[src/rtl/spi_pkg.sv]
// Shared SPI definitions: controller state encoding, mode numbering and
// the CPOL/CPHA decode used by the master and its clock generator.
package spi_pkg;

    typedef enum logic [2:0] {
        ST_IDLE,
        ST_CS_SETUP,
        ST_XFER,
        ST_CS_HOLD,
        ST_CS_GAP
    } spi_state_e;

    localparam int SPI_MODE_0 = 0;
    localparam int SPI_MODE_1 = 1;
    localparam int SPI_MODE_2 = 2;
    localparam int SPI_MODE_3 = 3;

    localparam int EDGES_PER_BYTE = 16;

    typedef logic [4:0] edge_cnt_t;

    function automatic logic spi_cpol(input int mode);
        return (mode == SPI_MODE_2) || (mode == SPI_MODE_3);
    endfunction

    function automatic logic spi_cpha(input int mode);
        return (mode == SPI_MODE_1) || (mode == SPI_MODE_3);
    endfunction

    function automatic int max3(input int a, input int b, input int c);
        int m;
        m = (a > b) ? a : b;
        return (m > c) ? m : c;
    endfunction

endpackage

[src/rtl/spi_master_clkgen.sv]
// SCLK generator: while enabled, toggles SCLK every CLKS_PER_HALF_BIT cycles and
// flags each toggle as leading or trailing; parks SCLK at CPOL when disabled.
module spi_master_clkgen
    import spi_pkg::*;
#(
    parameter bit CPOL              = 1'b0,
    parameter int CLKS_PER_HALF_BIT = 2
) (
    input  logic      i_clk,
    input  logic      i_rst,
    input  logic      i_en,
    output logic      o_tick,
    output logic      o_lead,
    output logic      o_trail,
    output logic      o_sclk,
    output edge_cnt_t o_edge_cnt
);

    localparam int            HW        = $clog2(CLKS_PER_HALF_BIT);
    localparam logic [HW-1:0] HALF_LAST = HW'(CLKS_PER_HALF_BIT - 1);

    logic [HW-1:0] half_cnt_q, half_cnt_d;
    edge_cnt_t     edge_cnt_q, edge_cnt_d;
    logic          sclk_q, sclk_d;
    logic          tick;

    // Strobes are combinational so the master acts on the same clock edge
    // that moves SCLK; edge_cnt_q is the number of edges already made.
    always_comb begin
        tick       = i_en && (half_cnt_q == HALF_LAST);
        half_cnt_d = half_cnt_q;
        edge_cnt_d = edge_cnt_q;
        sclk_d     = sclk_q;
        if (!i_en) begin
            half_cnt_d = '0;
            edge_cnt_d = '0;
            sclk_d     = CPOL;
        end else if (tick) begin
            half_cnt_d = '0;
            edge_cnt_d = edge_cnt_q + 1'b1;
            sclk_d     = ~sclk_q;
        end else begin
            half_cnt_d = half_cnt_q + 1'b1;
        end
    end

    always_ff @(posedge i_clk) begin
        if (i_rst) begin
            half_cnt_q <= '0;
            edge_cnt_q <= '0;
            sclk_q     <= CPOL;
        end else begin
            half_cnt_q <= half_cnt_d;
            edge_cnt_q <= edge_cnt_d;
            sclk_q     <= sclk_d;
        end
    end

    assign o_tick     = tick;
    assign o_lead     = tick && !edge_cnt_q[0];
    assign o_trail    = tick && edge_cnt_q[0];
    assign o_sclk     = sclk_q;
    assign o_edge_cnt = edge_cnt_q;

endmodule

[src/rtl/spi_master.sv]
// Single-byte SPI master, modes 0-3. Defining SPI_MASTER_BURST_EN keeps CS low
// for BURST_WAIT_CLKS cycles after each byte so a follow-on byte skips setup.
module spi_master
    import spi_pkg::*;
#(
    parameter int SPI_MODE          = 3,
    parameter int CLKS_PER_HALF_BIT = 2,
    parameter int CS_SETUP_CLKS     = 2,
    parameter int CS_GAP_CLKS       = 2,
    parameter int BURST_WAIT_CLKS   = 4
) (
    input  logic       i_Clk,
    input  logic       i_Rst,
    input  logic       i_TX_DV,
    input  logic [7:0] i_TX_Byte,
    output logic       o_TX_Ready,
    output logic       o_RX_DV,
    output logic [7:0] o_RX_Byte,
    output logic       o_SPI_Clk,
    output logic       o_SPI_MOSI,
    input  logic       i_SPI_MISO,
    output logic       o_SPI_CS_n
);

    localparam bit CPOL  = spi_cpol(SPI_MODE);
    localparam bit CPHA  = spi_cpha(SPI_MODE);
    localparam int CNT_W = $clog2(max3(CS_SETUP_CLKS, CS_GAP_CLKS, BURST_WAIT_CLKS) + 1);

    localparam logic [CNT_W-1:0] SETUP_LAST = CNT_W'(CS_SETUP_CLKS - 1);
    localparam logic [CNT_W-1:0] GAP_LAST   = CNT_W'(CS_GAP_CLKS - 1);
`ifdef SPI_MASTER_BURST_EN
    localparam logic [CNT_W-1:0] HOLD_LAST  = CNT_W'(BURST_WAIT_CLKS - 1);
`endif
    localparam edge_cnt_t LAST_EDGE_IDX = edge_cnt_t'(EDGES_PER_BYTE - 1);

    spi_state_e       state_q, state_d;
    logic [CNT_W-1:0] cnt_q, cnt_d;
    logic [7:0]       tx_q, tx_d;
    logic [7:0]       rx_q, rx_d;
    logic [7:0]       rx_byte_q, rx_byte_d;
    logic             mosi_q, mosi_d;
    logic             cs_n_q, cs_n_d;
    logic             ready_q, ready_d;
    logic             rx_pend_q, rx_pend_d;
    logic             rx_dv_q, rx_dv_d;

    logic      xfer_en, tick, lead, trail, sclk;
    edge_cnt_t edge_cnt;
    logic      last_edge, launch, sample, accept;

    assign xfer_en = (state_q == ST_XFER);

    spi_master_clkgen #(
        .CPOL             (CPOL),
        .CLKS_PER_HALF_BIT(CLKS_PER_HALF_BIT)
    ) u_clkgen (
        .i_clk     (i_Clk),
        .i_rst     (i_Rst),
        .i_en      (xfer_en),
        .o_tick    (tick),
        .o_lead    (lead),
        .o_trail   (trail),
        .o_sclk    (sclk),
        .o_edge_cnt(edge_cnt)
    );

    // CPHA=0 already put bit7 out at CS fall, so its 8th trailing edge has nothing to launch.
    assign last_edge = tick && (edge_cnt == LAST_EDGE_IDX);
    assign launch    = CPHA ? lead : (trail && (edge_cnt != LAST_EDGE_IDX));
    assign sample    = CPHA ? trail : lead;

    always_comb begin
        state_d   = state_q;
        cnt_d     = cnt_q;
        tx_d      = tx_q;
        rx_d      = rx_q;
        mosi_d    = mosi_q;
        rx_pend_d = 1'b0;
        rx_dv_d   = rx_pend_q;
        rx_byte_d = rx_pend_q ? rx_q : rx_byte_q;
        accept    = 1'b0;

        if (sample) rx_d = {rx_q[6:0], i_SPI_MISO};
        if (launch) begin
            mosi_d = tx_q[7];
            tx_d   = {tx_q[6:0], 1'b0};
        end

        case (state_q)
            ST_IDLE: begin
                if (i_TX_DV) begin
                    accept  = 1'b1;
                    state_d = ST_CS_SETUP;
                    cnt_d   = '0;
                end
            end
            ST_CS_SETUP: begin
                if (cnt_q == SETUP_LAST) begin
                    state_d = ST_XFER;
                    cnt_d   = '0;
                end else begin
                    cnt_d = cnt_q + 1'b1;
                end
            end
            ST_XFER: begin
                if (last_edge) begin
                    rx_pend_d = 1'b1;
                    cnt_d     = '0;
`ifdef SPI_MASTER_BURST_EN
                    state_d   = ST_CS_HOLD;
`else
                    state_d   = ST_CS_GAP;
`endif
                end
            end
`ifdef SPI_MASTER_BURST_EN
            ST_CS_HOLD: begin
                if (i_TX_DV) begin
                    accept  = 1'b1;
                    state_d = ST_XFER;
                    cnt_d   = '0;
                end else if (cnt_q == HOLD_LAST) begin
                    state_d = ST_CS_GAP;
                    cnt_d   = '0;
                end else begin
                    cnt_d = cnt_q + 1'b1;
                end
            end
`endif
            ST_CS_GAP: begin
                if (cnt_q == GAP_LAST) begin
                    state_d = ST_IDLE;
                    cnt_d   = '0;
                end else begin
                    cnt_d = cnt_q + 1'b1;
                end
            end
            default: begin
                state_d = ST_IDLE;
                cnt_d   = '0;
            end
        endcase

        if (accept) begin
            if (!CPHA) begin
                mosi_d = i_TX_Byte[7];
                tx_d   = {i_TX_Byte[6:0], 1'b0};
            end else begin
                tx_d = i_TX_Byte;
            end
        end

        cs_n_d  = (state_d == ST_IDLE) || (state_d == ST_CS_GAP);
        ready_d = (state_d == ST_IDLE) || (state_d == ST_CS_HOLD);
    end

    always_ff @(posedge i_Clk) begin
        if (i_Rst) begin
            state_q   <= ST_IDLE;
            cnt_q     <= '0;
            tx_q      <= '0;
            rx_q      <= '0;
            rx_byte_q <= '0;
            mosi_q    <= 1'b0;
            cs_n_q    <= 1'b1;
            ready_q   <= 1'b1;
            rx_pend_q <= 1'b0;
            rx_dv_q   <= 1'b0;
        end else begin
            state_q   <= state_d;
            cnt_q     <= cnt_d;
            tx_q      <= tx_d;
            rx_q      <= rx_d;
            rx_byte_q <= rx_byte_d;
            mosi_q    <= mosi_d;
            cs_n_q    <= cs_n_d;
            ready_q   <= ready_d;
            rx_pend_q <= rx_pend_d;
            rx_dv_q   <= rx_dv_d;
        end
    end

    assign o_TX_Ready = ready_q;
    assign o_RX_DV    = rx_dv_q;
    assign o_RX_Byte  = rx_byte_q;
    assign o_SPI_Clk  = sclk;
    assign o_SPI_MOSI = mosi_q;
    assign o_SPI_CS_n = cs_n_q;

endmodule

[config.mk]
export PLATFORM = sky130hd
export DESIGN_NAME = spi_master
export DESIGN_NICKNAME = d
export VERILOG_FILES = /design/src/rtl/spi_pkg.sv /design/src/rtl/spi_master_clkgen.sv /design/src/rtl/spi_master.sv
export SDC_FILE = /design/constraint.sdc
export NUM_CORES = 1
export LEC_CHECK = 0
export CAP_MARGIN = 30
export CORE_AREA = 2 2 62 64
export DETAILED_ROUTE_END_ITERATION = 8
export DIE_AREA = 0 0 64 66
export GPL_ROUTABILITY_DRIVEN = 0
export GPL_TIMING_DRIVEN = 0
export HOLD_SLACK_MARGIN = 0.03
export PLACE_DENSITY = 0.75
export SLEW_MARGIN = 20
export SYNTH_ARGS = -nofsm -noshare
export SYNTH_HDL_FRONTEND = slang
export SYNTH_HIERARCHICAL = 1
export SYNTH_SLANG_ARGS = --single-unit
[constraint.sdc]
create_clock -name i_Clk -period 2.41 [get_ports i_Clk]
set_clock_uncertainty 0.15 [all_clocks]
set_input_delay 0.241 -clock i_Clk [delete_from_list [all_inputs] [get_ports i_Clk]]
set_output_delay 0.241 -clock i_Clk [all_outputs]
set_load 0.005 [all_outputs]
==> results of run 1 <==
==> cells by family after synthesis <==
group / after synthesis / share of synthesized area [%]
flip-flops: 42 / 46.83
AND/OR/NAND/NOR: 72 / 22.72
buffers and inverters: 14 / 3.763
XOR/XNOR: 2 / 0.9758
adder cells (fa/ha/maj): 1 / 0.6968
AO/OA/AOI/OAI: 22 / 9.408
multiplexers: 28 / 15.61
==> layout make-up <==
class,instances,area (µm²),area share (%)
plain buffers,11,57.56,2.642
clock buffers,6,51.30,2.355
clock inverters,1,30.03,1.379
inverters,3,11.26,0.5169
multi-input cells,125,887.1,40.72
flip-flops and latches,42,840.8,38.60
well taps,48,60.06,2.757
repair buffers,24,240.2,11.03
==> cells in the final DEF (no fill, tap or decap), types with 4 or more instances in the layout <==
master,instances
nand2b_1,4
a211oi_1,8
nand3b_1,4
mux2i_1,28
clkdlybuf4s50_1,24
clkbuf_1,5
dfxtp_1,42
nor2_1,37
nand4_1,4
clkbuf_4,5
==> critical path, stage by stage (launching register included) <==
cell	delay, ns
dfxtp_1	0.35
buf_6	0.15
nand2b_4	0.07
nor2_1	0.08
buf_4	0.16
and2_1	0.21
nand3b_4	0.09
o221a_4	0.23
or4_4	0.42
a21oi_2	0.14
==> worst max path at each step <==
stage / to / cells after the start
after floorplan: tx_q[7] / 9
after detailed placement: tx_q[2] / 9
after global routing: tx_q[5] / 9
final: cnt_q[2] / 9
after CTS: tx_q[5] / 9
after global placement: tx_q[7] / 9
==> synth_stat cells <==
| cell | count |
|---|---|
| dfxtp_1 | 42 |
| nor2_1 | 37 |
| mux2i_1 | 28 |
| a211oi_1 | 8 |
| clkbuf_1 | 6 |
| nand2b_1 | 4 |
| nand3b_1 | 4 |
| nand4_1 | 4 |
| a21oi_1 | 3 |
| buf_2 | 3 |
| nand3_1 | 3 |
| nor2b_1 | 3 |
| or3b_1 | 3 |
| and3_1 | 2 |
| inv_1 | 2 |
| nor3b_2 | 2 |
| o21ai_0 | 2 |
| or3_1 | 2 |
| xnor2_1 | 2 |
| a21o_1 | 1 |
| a21oi_2 | 1 |
| and2_1 | 1 |
| buf_4 | 1 |
| buf_6 | 1 |
| clkinv_1 | 1 |
| ha_1 | 1 |
| nand2_1 | 1 |
| nand2b_4 | 1 |
| nand3b_4 | 1 |
| nor3_1 | 1 |
| nor3_2 | 1 |
| nor4b_1 | 1 |
| o21a_1 | 1 |
| o21ai_1 | 1 |
| o21bai_1 | 1 |
| o221a_2 | 1 |
| o221a_4 | 1 |
| o221ai_1 | 1 |
| o31ai_1 | 1 |
| or4_4 | 1 |
==> state kept, by name, summed over array words and instances, names as in the netlist <==
| register | flops |
|---|---|
| o_RX_Byte | 8 |
| o_RX_DV | 1 |
| cnt_q | 3 |
| o_SPI_MOSI | 1 |
| rx_dv_d | 1 |
| u_clkgen/o_edge_cnt | 5 |
| tx_q | 8 |
| u_clkgen/half_cnt_q | 1 |
| o_SPI_CS_n | 1 |
| o_TX_Ready | 1 |
| state_q | 3 |
| u_clkgen/o_sclk | 1 |
| rx_q | 8 |
==> per-layer routing <==
metal	GRT usage, %	vias to the layer above	share of wire (%)
met5	0	-	0
met4	6.522	0	1.5
met3	6.133	5	4.5
met2	32.81	22	49
met1	20.97	625	45
li1	-	695	-
==> per-stage QoR <==
step | hold slack, ns | cell area [µm²] | cells | worst slack [ns] | utilization, %
3_5_place_dp | 0.3416 | 2096 | 253 | 0.1297 | 59.02
6_report | 0.2949 | 2178 | 260 | 0.2828 | 61.35
3_3_place_gp | 0.3266 | 2096 | 253 | 0.1827 | 59.02
2_1_floorplan | 0.2124 | 1795 | 181 | 0.4120 | -
4_1_cts | 0.2985 | 2177 | 260 | 0.07815 | 61.31
5_1_grt | 0.3016 | 2178 | 260 | 0.1470 | 61.35
==> report_power, final <==
part           switching (mW)  internal (mW)  total, mW
Combinational          0.0588         0.0574      0.116
Sequential             0.0114          0.715      0.726
Clock                   0.220          0.242      0.461
==> run summary, run 1 <==
Hold Path Origin = i_TX_Byte[0]
NumNets Final = 225
Syn. warnings = 6
RSZ-0062 raised after global routing = no
DR vias = 1,347
Max Cap Violations = 0
Starting density of the core = 50.56%
Yosys top cell area share = 46.83%
Post-CTS sizing = 0
Die Ht = 66 µm
Row count = 22
Hold WC Path Type = in2reg
Setup violators final = 0
Hold Violations, Final = 0
Pwr Total = 1.304 mW
Fmax = 0.4701 GHz
Syn nets = 194
Synth cell types = 40
Avg Cell Area, Syn = 9.920 µm²
Number of global-route vias before repair = 1,394
Cell area power density = 598.6 nW/µm²
Iteration-0 DRC Markers = 55
Cell count of the worst reg-to-reg path = 9
Leading area contributor after synthesis = dfxtp_1
R2R Setup Slk = 0.28 ns
Post-cts hold buffer count = 0
Mapped Cells = 181
Synth Cell Area = 1795 µm²
Max H-tree Level = 2
Yosys reg bits = 42
Max Buffers Root-to-Sink = 2
Grt ovf = 0
Setup CP Type = reg2reg
Post-layout min period = 2.127 ns
Crit path max fanout = 10
Pleak = 0.7860 nW
WHS Endpoint = tx_q[0]
Port bufs = 24
Synth-to-layout area growth = 21.32%
RR Endpoint = cnt_q[2]
Die span in x = 64 µm
Die Area = 4224 µm²
Clock-pin slew on the worst setup and hold paths = 0.12 ns
Sequential share of the synthesized area = 46.83%
Antenna Cells = 0
CTS buffer count = 5
Routed len/inst = 12.92 µm
Crit path DAT = 2.27 ns
Crit path launch = state_q[1]
Final HPWL DP = 2430 µm
Core area = 3551 µm²
Rel. slew slack = 60.98%
CTS tree = done
Synth area leaders = dfxtp_1 (47%), mux2i_1 (16%), nor2_1 (7.7%)
Reg-to-reg startpoint = state_q[1]
Worst-margin pin slew = 0.5853 ns
Clock latency on the worst-skew pair = 0.35 ns
Drt first pass iters = 4
Fin crit share = 88.26%
Clk sinks = 42
# IOs = 25
Critical Path RT = 2.55 ns
Fillers = 308
Worst VDD drop = 0.3760 mV
Detailed Route WL = 3360 µm
Largest net degree at the start of global routing = 14
Final antenna-violating net count = 0
Setup bufs post-CTS = 0
Hold Path Depth = 3
Total Neg Setup Slack = 0 ns
First-pass GRT wire length = 6085 µm
Post-route DRC = 0
Initial antenna violation count = 0
Root Buffer Master = clkbuf_4
Max-slew violation count = 0
Total GRT Usage = 18.61%
Outcome = complete, no violations
Element type at the critical path end = flip-flop
Layout cells sized above 1 = 10.38%
Worst setup SP type = flip-flop
Vias/cell = 5.181
Power figures use the tool's default switching activity.
==> run 2, diff against run 1 <==
--- a/config.mk
+++ b/config.mk
@@ -7,6 +7,7 @@
 export LEC_CHECK = 0
 export CAP_MARGIN = 30
 export CORE_AREA = 2 2 62 64
+export CTS_CLUSTER_SIZE = 14
 export DETAILED_ROUTE_END_ITERATION = 8
 export DIE_AREA = 0 0 64 66
 export GPL_ROUTABILITY_DRIVEN = 0
==> results of run 2 <==
No change in the layout: final DEF, timing and power equal those of run 1.
